## src/rtl/resistor_string_trim_ctrl.sv

```systemverilog
//------------------------------------------------------------------------------
// Module  : resistor_string_trim_ctrl
// Brief   : Steps a unit-resistor string one unit at a time with settle dwell;
//           provides a per-unit DFT continuity scan.
// Revision: 1.0
//------------------------------------------------------------------------------
`default_nettype none
`timescale 1ns/1ps

module resistor_string_trim_ctrl #(
  parameter int NUNITS = 3,
  parameter int SETTLE = 4,
  parameter int CODEW  = $clog2(NUNITS + 1)
) (
  input  logic              clk,
  input  logic              rst,
  input  logic [CODEW-1:0]  code,
  input  logic              load,
  input  logic              dft_en,
  input  logic              iso_en,
  output logic [NUNITS-1:0] byp,
  output logic              iso,
  output logic [CODEW-1:0]  active,
  output logic              busy,
  output logic              done,
  output logic [CODEW-1:0]  dft_idx,
  output logic              dft_act
);

  localparam logic [CODEW-1:0] C_NMAX   = CODEW'(NUNITS);
  localparam logic [CODEW-1:0] C_ONE    = CODEW'(1);
  localparam logic [CODEW-1:0] C_LAST   = CODEW'(NUNITS - 1);
  localparam logic [CODEW:0]   C_NMAX_X = (CODEW+1)'(NUNITS);
  localparam logic [7:0]       C_SETTLE = 8'(SETTLE);

  typedef enum logic [2:0] {
    S_IDLE        = 3'd0,
    S_STEP        = 3'd1,
    S_DWELL       = 3'd2,
    S_DFT_SCAN    = 3'd3,
    S_DFT_DWELL   = 3'd4,
    S_DFT_RESTORE = 3'd5
  } state_t;

  state_t             r_state, w_state;
  logic [CODEW-1:0]   r_active, w_active;
  logic [CODEW-1:0]   r_tgt, w_tgt;
  logic [7:0]         r_cnt, w_cnt;
  logic [NUNITS-1:0]  r_byp, w_byp;
  logic               r_busy, w_busy;
  logic               r_done, w_done;
  logic [CODEW-1:0]   r_idx, w_idx;
  logic               r_act, w_act;
  logic               r_dft_used, w_dft_used;
  logic               r_iso;
  logic               w_restore;
  logic [CODEW-1:0]   w_clamp;
  logic [CODEW:0]     w_code_x;

  // Units 0..a-1 stay in series; the rest are shorted.
  function automatic logic [NUNITS-1:0] f_normal(input logic [CODEW-1:0] a);
    logic [NUNITS-1:0] m;
    for (int i = 0; i < NUNITS; i++) m[i] = (i >= int'(a));
    return m;
  endfunction

  function automatic logic [NUNITS-1:0] f_scan(input logic [CODEW-1:0] k);
    logic [NUNITS-1:0] m;
    for (int i = 0; i < NUNITS; i++) m[i] = (i != int'(k));
    return m;
  endfunction

  assign w_code_x = {1'b0, code};
  assign w_clamp  = (code == '0)          ? C_ONE  :
                    (w_code_x > C_NMAX_X) ? C_NMAX : code;

  always_comb begin
    w_state    = r_state;
    w_active   = r_active;
    w_tgt      = r_tgt;
    w_cnt      = r_cnt;
    w_byp      = r_byp;
    w_busy     = r_busy;
    w_done     = 1'b0;
    w_idx      = r_idx;
    w_act      = r_act;
    w_restore  = 1'b0;
    // A scan is consumed until dft_en has been seen low again.
    w_dft_used = r_dft_used & dft_en;
    case (r_state)
      S_IDLE: begin
        if (load) begin
          if (w_clamp == r_active) begin
            w_done = 1'b1;
          end else begin
            w_tgt   = w_clamp;
            w_busy  = 1'b1;
            w_state = S_STEP;
          end
        end else if (dft_en && !r_dft_used) begin
          w_dft_used = 1'b1;
          w_state    = S_DFT_SCAN;
          w_byp      = f_scan('0);
          w_idx      = '0;
          w_act      = 1'b1;
          w_busy     = 1'b1;
          w_cnt      = C_SETTLE;
        end
      end
      S_STEP: begin
        if (load) w_tgt = w_clamp;
        if (r_active == r_tgt) begin
          w_state = S_IDLE;
          w_done  = 1'b1;
          w_busy  = 1'b0;
        end else begin
          w_active = (r_active < r_tgt) ? r_active + C_ONE : r_active - C_ONE;
          w_byp    = f_normal(w_active);
          w_cnt    = C_SETTLE;
          w_state  = S_DWELL;
        end
      end
      S_DWELL: begin
        if (load) w_tgt = w_clamp;
        if (r_cnt <= 8'd1) w_state = S_STEP;
        else               w_cnt   = r_cnt - 8'd1;
      end
      S_DFT_SCAN, S_DFT_DWELL: begin
        if (!dft_en) begin
          w_restore = 1'b1;
        end else if (r_cnt <= 8'd1) begin
          if (r_idx == C_LAST) begin
            w_restore = 1'b1;
          end else begin
            w_idx   = r_idx + C_ONE;
            w_byp   = f_scan(w_idx);
            w_cnt   = C_SETTLE;
            w_state = S_DFT_SCAN;
          end
        end else begin
          w_cnt   = r_cnt - 8'd1;
          w_state = S_DFT_DWELL;
        end
      end
      S_DFT_RESTORE: w_state = S_IDLE;
      default:       w_state = S_IDLE;
    endcase
    if (w_restore) begin
      w_state = S_DFT_RESTORE;
      w_byp   = f_normal(r_active);
      w_act   = 1'b0;
      w_idx   = '0;
      w_done  = 1'b1;
      w_busy  = 1'b0;
    end
  end

  always_ff @(posedge clk or posedge rst) begin
    if (rst) begin
      r_state    <= S_IDLE;
      r_active   <= C_NMAX;
      r_tgt      <= C_NMAX;
      r_cnt      <= '0;
      r_byp      <= '0;
      r_busy     <= 1'b0;
      r_done     <= 1'b0;
      r_idx      <= '0;
      r_act      <= 1'b0;
      r_dft_used <= 1'b0;
      r_iso      <= 1'b0;
    end else begin
      r_state    <= w_state;
      r_active   <= w_active;
      r_tgt      <= w_tgt;
      r_cnt      <= w_cnt;
      r_byp      <= w_byp;
      r_busy     <= w_busy;
      r_done     <= w_done;
      r_idx      <= w_idx;
      r_act      <= w_act;
      r_dft_used <= w_dft_used;
      r_iso      <= iso_en;
    end
  end

  assign byp     = r_byp;
  assign iso     = r_iso;
  assign active  = r_active;
  assign busy    = r_busy;
  assign done    = r_done;
  assign dft_idx = r_idx;
  assign dft_act = r_act;

endmodule

`default_nettype wire

```

## config.mk

```make
export PLATFORM = sky130hd
export DESIGN_NAME = resistor_string_trim_ctrl
export DESIGN_NICKNAME = d
export VERILOG_FILES = /design/src/rtl/resistor_string_trim_ctrl.sv
export SDC_FILE = /design/constraint.sdc
export NUM_CORES = 1
export LEC_CHECK = 0
export BUFFER_PORTS_ARGS = -buffer_cell sky130_fd_sc_hd__buf_2
export CORE_MARGIN = 2
export CORE_UTILIZATION = 58
export CTS_CLUSTER_DIAMETER = 100
export DETAILED_ROUTE_END_ITERATION = 6
export PLACE_DENSITY = 0.84
export SYNTH_ARGS = -nofsm -noshare
export SYNTH_HDL_FRONTEND = slang
export SYNTH_SLANG_ARGS = --single-unit
```

## constraint.sdc

```tcl
create_clock -name clk -period 2.5 [get_ports clk]
set_clock_uncertainty 0.2 [all_clocks]
set_input_delay 0.5 -clock clk [delete_from_list [all_inputs] [get_ports clk]]
set_output_delay 0.5 -clock clk [all_outputs]
set_load 0.01 [all_outputs]
```

==> results.cfg, run 1 <==
[clock_tree]
cts_hold_buf = 0
htreeDepth = 1
cts_buffer_depth = 2
tritoncts = done
cts.reportedPaths.clkPinSlew_ps = 150
clkLatencyLatePin_ps = 340
root_buffer = clkbuf_4
cts_buffers = 3
clock_sinks = 25

[layout]
antenna_cells = 0
fin_area_um2 = 1850
drive_gt1_share_pct = 27.1
nets = 222
syn_to_final_growth_pct = 12.8

[sta]
drv_slew = 0
period_share_pct = 94.9
fmax_mhz = 421
tns_ps = 0
tightest_slew_ps = 390
setup_viol = 0
hold_viol = 20
hold_slack_ps = -21.4
finalCriticalPeriod_ps = 2370
slew_headroom_pct = 73.8

[logic_synthesis]
synth_compound_area_share_pct = 24.4
synthesis.nets = 195
ys_ff_latch = 25
synthCells = 177
seq_area_frac_synth_pct = 38.4
ys_warn_count = 0
synth_top_family_by_area = compound AO/OA/AOI/OAI gates
synth.area.mux_share_pct = 1.37
synth_top_area_share_pct = 32.0
synth_edf_count = 0
syn_area_um2 = 1640
async_reset_ff_share_pct = 100
synth-adder-area-share_pct = 8.39
ys.flop_type = dfrtp_1
synthSimpleGateAreaFrac_pct = 20.9
synthTopCellsByArea = dfrtp_1, ha_1, dfstp_2, nor2_1, nand2_1
synth_xor_xnor_area_share_pct = 1.60
syn_area_per_cell_um2 = 9.27
synth_top_area_cell = dfrtp_1
synth_cell_types = 51

[critical_path]
r2r-start = r_cnt[1]$_DFFE_PP0P_
crit_arrival_ps = 2400
ff2ff_setup_slack_ps = 130
required_ps = 2530
path_class = reg2reg
cp-end-kind = flip-flop
reg2reg_to = r_cnt[7]$_DFFE_PP0P_
critPathMaxFanout = 8
reg2reg_depth = 8
start_kind = flip-flop

[routing]
drc = 0
first_pass_iters = 4
wire_per_inst_um = 16.2
wirelength_um = 3790
viasPerCell = 6.18
drtAntennaViolNets = 0
drt_iter0_drc = 65
num_vias = 1446

[flow_run]
cap_violations = 0

[floorplan]
io_pins = 18
die_y_um = 57.2
coreArea_um2 = 2710
dieArea_um2 = 3270
num_rows = 19
die_width_um = 57.2
start_util_pct = 60.5

[grt]
grt_antenna_before_repair = 0
grt_util_all_layers_pct = 24.4
grt_pass1_wl_um = 6350
grt_pass1_vias = 1479
overflow = 0
grt_max_degree = 26

[placed_design]
dpl.hpwl_um = 2770
postPlaceCellArea_um2 = 1800
gp_congestion = 0.909
numPortBuffers = 17

[power_and_ir_drop]
p_leak_nw = 0.855
p_per_area_nw_per_um2 = 1440
vdd_ir_drop_max_v = 0.00106

[status]
status = finished, violations left
violations = hold timing

[min_path]
hold_class = in2async
-- cell usage after synthesis, types with 2 or more instances --
master   number
ha_1         11
a22o_1        2
or2_1         2
or3b_4        2
nor3_1        4
a21oi_1       9
a31o_2        2
dfstp_2       4
nand3_1       9
o21ai_1       3
o21ai_0      11
nor2_1       19
nand2_1      17
dfrtp_1      21
inv_1        13
nand4_1       2
xnor2_1       3
a31oi_1       2
mux2_2        2
o31ai_2       3
nor2b_1       3
o31ai_1       4
-- critical path, cell delays in order, from the launching register on --
cell	delay, ps
dfrtp_1	430
inv_1	130
ha_1	260
or2_4	170
nand3_1	270
a32oi_4	390
nor2b_1	90
o21ai_0	240
o31ai_2	110
-- metal layers --
layer	wire length (um)	share of wire (%)	global-route usage [%]	up-vias
li1	-	-	-	686
met1	1550	41	28.3	701
met2	2010	53	45.6	51
met3	176	4.6	2.72	8
met4	53	1.4	9.63	0
met5	0	0	0	-
-- state kept, by name (all words and copies together) (netlist names) --
signal,cells
done,1
r_tgt,2
r_cnt,8
byp,3
iso,1
dft_act,1
r_dft_used,1
r_state,3
busy,1
active,2
dft_idx,2
-- placed cells by master (no fill, tap or decap), types with 2 or more instances in the layout --
master / n
dfrtp_1: 21
nor2_1: 19
nand2_1: 17
buf_2: 17
inv_1: 13
o21ai_0: 11
ha_1: 11
nand3_1: 9
a21oi_1: 9
buf_4: 9
nor3_1: 4
o31ai_1: 4
dfstp_2: 4
nor2b_1: 3
o31ai_2: 3
xnor2_1: 3
o21ai_1: 3
clkbuf_4: 3
or2_4: 2
a31o_2: 2
or3b_4: 2
nand4_1: 2
mux2_2: 2
a31oi_1: 2
a22o_1: 2
-- report_power, final --
part / switching [mW] / leakage [nW] / internal (mW)
registers: 0.189 / 0.308 / 0.599
clock network: 0.133 / 0.0177 / 0.0602
logic: 0.960 / 0.529 / 0.721
total: 1.28 / 0.855 / 1.38
-- logic make-up (layout without fill, tap and decap cells) --
logic type / Yosys count / count (layout)
and+or+nand+nor: 68 / 68
DFF: 25 / 25
muxes: 2 / 2
adders and majority gates: 11 / 11
xor gates and xnor gates: 3 / 3
AOI/OAI and AO/OA: 50 / 50
buffers and inverters: 18 / 44
-- how the worst max path moves through the flow --
| stage | startpoint | to | slack [ps] |
|---|---|---|---|
| 2_1_floorplan | r_cnt[0]$_DFFE_PP0P_ | r_cnt[4]$_DFFE_PP0P_ | 180 |
| 3_3_place_gp | r_cnt[0]$_DFFE_PP0P_ | r_cnt[6]$_DFFE_PP0P_ | 150 |
| 3_5_place_dp | r_cnt[0]$_DFFE_PP0P_ | r_cnt[6]$_DFFE_PP0P_ | -0.7 |
| 4_1_cts | r_cnt[0]$_DFFE_PP0P_ | r_cnt[6]$_DFFE_PP0P_ | 40 |
| 5_1_grt | r_cnt[4]$_DFFE_PP0P_ | r_cnt[7]$_DFFE_PP0P_ | -9 |
| 6_report | r_cnt[1]$_DFFE_PP0P_ | r_cnt[7]$_DFFE_PP0P_ | 130 |
-- stage by stage --
stage                     instances  hold slack (ps)  setup slack, ps  power, mW  util [%]
after floorplan                 177              264              181       1.97         -
after global placement          229              262              154       2.30      66.3
after detailed placement        229              261           -0.731       2.39      66.3
after CTS                       234             2.25             41.3       2.59      67.6
after global routing            234             36.4            -8.80       2.89      68.3
final                           234            -21.4              127       2.66      68.3
-- what timing repair did --
item | 4_1_cts | 5_1_grt
buffers inserted | 1 | 0
resized for setup | 0 | 3
endpoints found under the setup margin | 3 | 7
-- cell type report --
| type | count | area (um2) |
|---|---|---|
| Multi-Input combinational cell | 134 | 948 |
| Timing Repair Buffer | 26 | 153 |
| Clock inverter | 1 | 5.00 |
| Clock buffer | 3 | 22.5 |
| Sequential cell | 25 | 631 |
| Tap cell | 31 | 38.8 |
| Fill cell | 228 | 860 |
| Inverter | 14 | 52.6 |
No activity file was read; power rests on OpenSTA's default activity.
==> run 2: changes to the inputs <==
- CORE_UTILIZATION: 58 -> 40
- CTS_CLUSTER_SIZE: not set -> 10
- PLACE_DENSITY: 0.84 -> 0.63
- REMOVE_ABC_BUFFERS: not set -> 1
==> results.cfg, run 2 (synthesis results as in run 1) <==
[routing]
wirelength_um = 3550
wire_per_inst_um = 13.9
drc = 0
viasPerCell = 5.30
first_pass_iters = 4
drt_iter0_drc = 45
num_vias = 1358
drtAntennaViolNets = 0

[power_and_ir_drop]
p_clk_share_pct = 9.5
p_leak_nw = 0.872
power_mw = 2.68
net-switching-power_mw = 1.24
p_comb_share_pct = 62.2
p_per_area_nw_per_um2 = 1410
vdd_ir_drop_max_v = 0.000604
p_seq_share_pct = 28.3
p_int_mw = 1.44
switching_share_pct = 46.2

[layout]
antenna_cells = 0
syn_to_final_growth_pct = 16.2
seqCellArea_um2 = 631
nets = 225
largest_reg_flops = 8
multi_input_area_um2 = 940
final_cell_mix = dfrtp_1, nor2_1, nand2_1, buf_2, inv_1
nFillCells = 400
layout_commonest_cell = dfrtp_1
regMostFlops = r_cnt
drive_gt1_share_pct = 28.2

[sta]
drv_slew = 0
hold_viol = 0
tns_ps = 0
setup_viol = 0
hold_slack_ps = 67.7
fmax_mhz = 431
tightest_slew_ps = 592
slew_headroom_pct = 60.5
finalCriticalPeriod_ps = 2320
rsz0062_at_grt = false
period_share_pct = 92.8

[grt]
busiest_layer = met2
grt_util_all_layers_pct = 16.8
use_met2_pct = 29.6
grt_pass1_wl_um = 5890
grtUsageMet3_pct = 2.47
overflow = 0
met1_usage_pct = 20.9
grt_max_degree = 16
grt_pass1_vias = 1300
grt_antenna_before_repair = 0

[clock_tree]
htreeDepth = 1
cts_buffer_depth = 2
tritoncts = done
clock_sinks = 25
cts_hold_buf = 0
post_cts_resized = 0
cts_buffers = 3
root_buffer = clkbuf_8
post-cts-setup-buffer-count = 0
cts.reportedPaths.clkPinSlew_ps = 90
clkLatencyLatePin_ps = 280

[critical_path]
endpoint = r_cnt[5]$_DFFE_PP0P_
reg2reg_to = r_cnt[5]$_DFFE_PP0P_
path_cells = nor4_2, nand4_1, a32oi_4, buf_4, nor2_1, o21ai_1, o41ai_2
required_ps = 2470
slowest_delay_ps = 490
critPathMaxFanout = 7
crit_arrival_ps = 2290
reg2reg_depth = 7
start_kind = flip-flop
path_class = reg2reg
cp-end-kind = flip-flop
crit_slowest_cell = nor4_2
ff2ff_setup_slack_ps = 180
r2r-start = r_cnt[7]$_DFFE_PP0P_
cp-startpoint = r_cnt[7]$_DFFE_PP0P_

[floorplan]
num_rows = 23
io_pins = 18
die_width_um = 68.0
start_util_pct = 41.3
coreArea_um2 = 3970
die_y_um = 68.0
dieArea_um2 = 4630

[placed_design]
gp_congestion = 0.802
numPortBuffers = 17
dpl.hpwl_um = 2700

[status]
status = completed

[flow_run]
cap_violations = 0

[min_path]
hold_class = in2async
## run 2: cell types whose count changed in the layout (fill, tap and decap cells not counted), sizes merged
cell  before  now
buf       26   29
## run 2: routing by layer
metal	wire length [um]	up-vias
met5	0	-
met4	40	0
met3	108	4
met2	1780	19
met1	1630	646
li1	-	689
## run 2: per-stage QoR
stage | area, um2 | cells | utilization, % | setup WS [ps]
global route | 1910 | 256 | 48.0 | 35.6
floorplan | 1610 | 173 | - | 194
global placement | 1850 | 252 | 46.6 | 163
CTS | 1900 | 256 | 47.8 | 42.2
detailed placement | 1850 | 252 | 46.6 | 55.7
finish | 1910 | 256 | 48.0 | 179
## run 2: worst min path at each step
stage | slack, ps | to | cells past startpoint | start
floorplan | 260 | r_dft_used$_DFF_PP0_ | 2 | r_dft_used$_DFF_PP0_
global placement | 260 | byp[0]$_DFFE_PP0P_ | 2 | byp[0]$_DFFE_PP0P_
detailed placement | 270 | byp[0]$_DFFE_PP0P_ | 2 | byp[0]$_DFFE_PP0P_
CTS | 100 | r_state[2]$_DFFE_PP0P_ | 2 | rst
global route | 110 | iso$_DFF_PP0_ | 1 | iso_en
finish | 70 | r_state[2]$_DFFE_PP0P_ | 2 | rst
## run 2: power groups by stage
| stage | Sequential [mW] | Clock, mW | Combinational (mW) |
|---|---|---|---|
| 2_1_floorplan | 0.824 | 0 | 1.10 |
| 3_3_place_gp | 0.762 | 0 | 1.64 |
| 3_5_place_dp | 0.766 | 0 | 1.66 |
| 4_1_cts | 0.758 | 0.263 | 1.67 |
| 5_1_grt | 0.784 | 0.282 | 1.87 |
| 6_report | 0.758 | 0.254 | 1.67 |
## run 2: area by class of cell
| cell class | instances | share of cell area [%] |
|---|---|---|
| Multi-Input combinational cell | 134 | 49.3 |
| Inverter | 14 | 2.76 |
| Timing Repair Buffer | 29 | 9.19 |
| Sequential cell | 25 | 33.1 |
| Clock inverter | 1 | 0.262 |
| Tap cell | 50 | 3.28 |
| Clock buffer | 3 | 2.17 |
## run 2: critical path, delay by kind of cell (launching register included)
family	cells	cell delay, ps
compound gates	3	610
buf+inv	1	170
flops	1	430
simple gates	3	800
==> run 3: changes to the inputs <==
- clock period: 2.5 -> 2.3 ns (I/O delays scaled with it)
==> results.cfg, run 3 (synthesis results as in run 1) <==
[status]
status = completed

[layout]
fin_area_um2 = 2000
nets = 235
largest_reg_flops = 8
regMostFlops = r_cnt
drive_gt1_share_pct = 31.9
nFillCells = 379
final_cell_mix = dfrtp_1, buf_4, nor2_1
syn_to_final_growth_pct = 21.7
fin_cells = 266
antenna_cells = 0

[critical_path]
crit_slowest_cell = dfrtp_1
cp-end-kind = flip-flop
cp_num_buf_inv = 1
path_cells = inv_1, ha_1, or2_4, a41oi_2, o32a_2, o21ai_4, or2_4, o31ai_2
path_class = reg2reg
slowest_delay_ps = 370
required_ps = 2300
start_kind = flip-flop
cp_common_cell = or2_4
critPathMaxFanout = 7
crit_family = compound AO/OA/AOI/OAI gates
crit_arrival_ps = 2180

[clock_tree]
cts_buffer_depth = 2
cts.reportedPaths.clkPinSlew_ps = 90
cts_buffers = 3
cts_hold_buf = 0
clkLatencyLatePin_ps = 280
root_buffer = clkbuf_8
htreeDepth = 1
tritoncts = done
clock_sinks = 25
post-cts-setup-buffer-count = 0

[routing]
drt_iter0_drc = 35
viasPerCell = 5.18
met2WireLength_um = 1660
routed.top_layer = met4
wirelength_um = 3440
route.met3.wl_um = 80
drtAntennaViolNets = 0
met1_length_um = 1630
num_vias = 1379
first_pass_iters = 4
drc = 0
wire_per_inst_um = 12.9

[floorplan]
dieArea_um2 = 4630
die_y_um = 68.0
num_rows = 23
start_util_pct = 41.3
io_pins = 18
die_width_um = 68.0
coreArea_um2 = 3970

[placed_design]
gp_congestion = 0.886
post-place-cells = 262
postPlaceCellArea_um2 = 1940
place_ws_ps = 2.48
numPortBuffers = 17
dpl.hpwl_um = 2680

[power_and_ir_drop]
vdd_ir_drop_max_v = 0.000712
p_leak_nw = 0.925
power_mw = 3.06
p_per_area_nw_per_um2 = 1530

[grt]
grt_pass1_wl_um = 5780
grt_pass1_vias = 1293
grt_antenna_before_repair = 0
overflow = 0
grt_max_degree = 26
grt_util_all_layers_pct = 16.8

[sta]
drv_slew = 0
period_share_pct = 94.6
fmax_mhz = 460
tightest_slew_ps = 493
slew_headroom_pct = 66.9
setup_viol = 0
finalCriticalPeriod_ps = 2170
hold_viol = 0
setup_ws_ps = 125

[min_path]
hold_class = in2async

[flow_run]
cap_violations = 0
run 3: changes by cell type in the layout (fill, tap and decap cells not counted), sizes merged:
cell  change
buf      +10
run 3: layout make-up:
type / instances / area (um2) / share of cell area (%)
clock buffer: 3 / 41.3 / 2.07
multi-input combinational: 134 / 942 / 47.2
inverter: 14 / 52.6 / 2.63
tap: 50 / 62.6 / 3.13
sequential: 25 / 631 / 31.6
timing repair buffer: 39 / 263 / 13.2
clock inverter: 1 / 5.00 / 0.251
run 3: timing repair:
item / in CTS / in global routing
pin swaps: 0 / 1
gates resized for setup: 1 / 4
endpoints found under the setup margin: 5 / 5
run 3: stage by stage:
step | hold slack [ps] | TNS [ps] | util (%)
2_1_floorplan | 264 | -11.9 | -
6_report | 7.22 | 0 | 50.3
5_1_grt | 54.0 | -0.356 | 50.3
4_1_cts | 20.8 | 0 | 50.0
3_5_place_dp | 264 | 0 | 48.8
3_3_place_gp | 263 | 0 | 48.8
run 3: path summary, 6_finish.rpt:
kind | start | end | slack (ps) | cells past startpoint
worst max-delay path | r_cnt[1]$_DFFE_PP0P_ | r_cnt[4]$_DFFE_PP0P_ | 130 | 8
worst min-delay path | rst | r_cnt[1]$_DFFE_PP0P_ | 7 | 3
worst max register to register | r_cnt[1]$_DFFE_PP0P_ | r_cnt[4]$_DFFE_PP0P_ | 130 | 8
worst min register to register | byp[0]$_DFFE_PP0P_ | byp[0]$_DFFE_PP0P_ | 280 | 2
max in group asynchronous | rst | active[1]$_DFFE_PP1P_ | 1600 | 3
min in group clk | iso_en | iso$_DFF_PP0_ | 80 | 1
run 3: worst min-delay path, stage by stage:
cell,delay [ps]
buf_2,90
inv_1,40
buf_4,310
run 3: metal layers:
metal  up-vias  global-route usage [%]
met4         0                    7.50
met3         5                    2.47
met2        17                    28.3
met1       644                    21.2
li1        713                       -
met5         -                       0
run 3: power breakdown:
part	switching [mW]	leakage (nW)	internal, mW
Sequential	0.146	0.308	0.652
Clock	0.154	0.0255	0.122
Combinational	1.06	0.591	0.924
Total	1.36	0.925	1.70
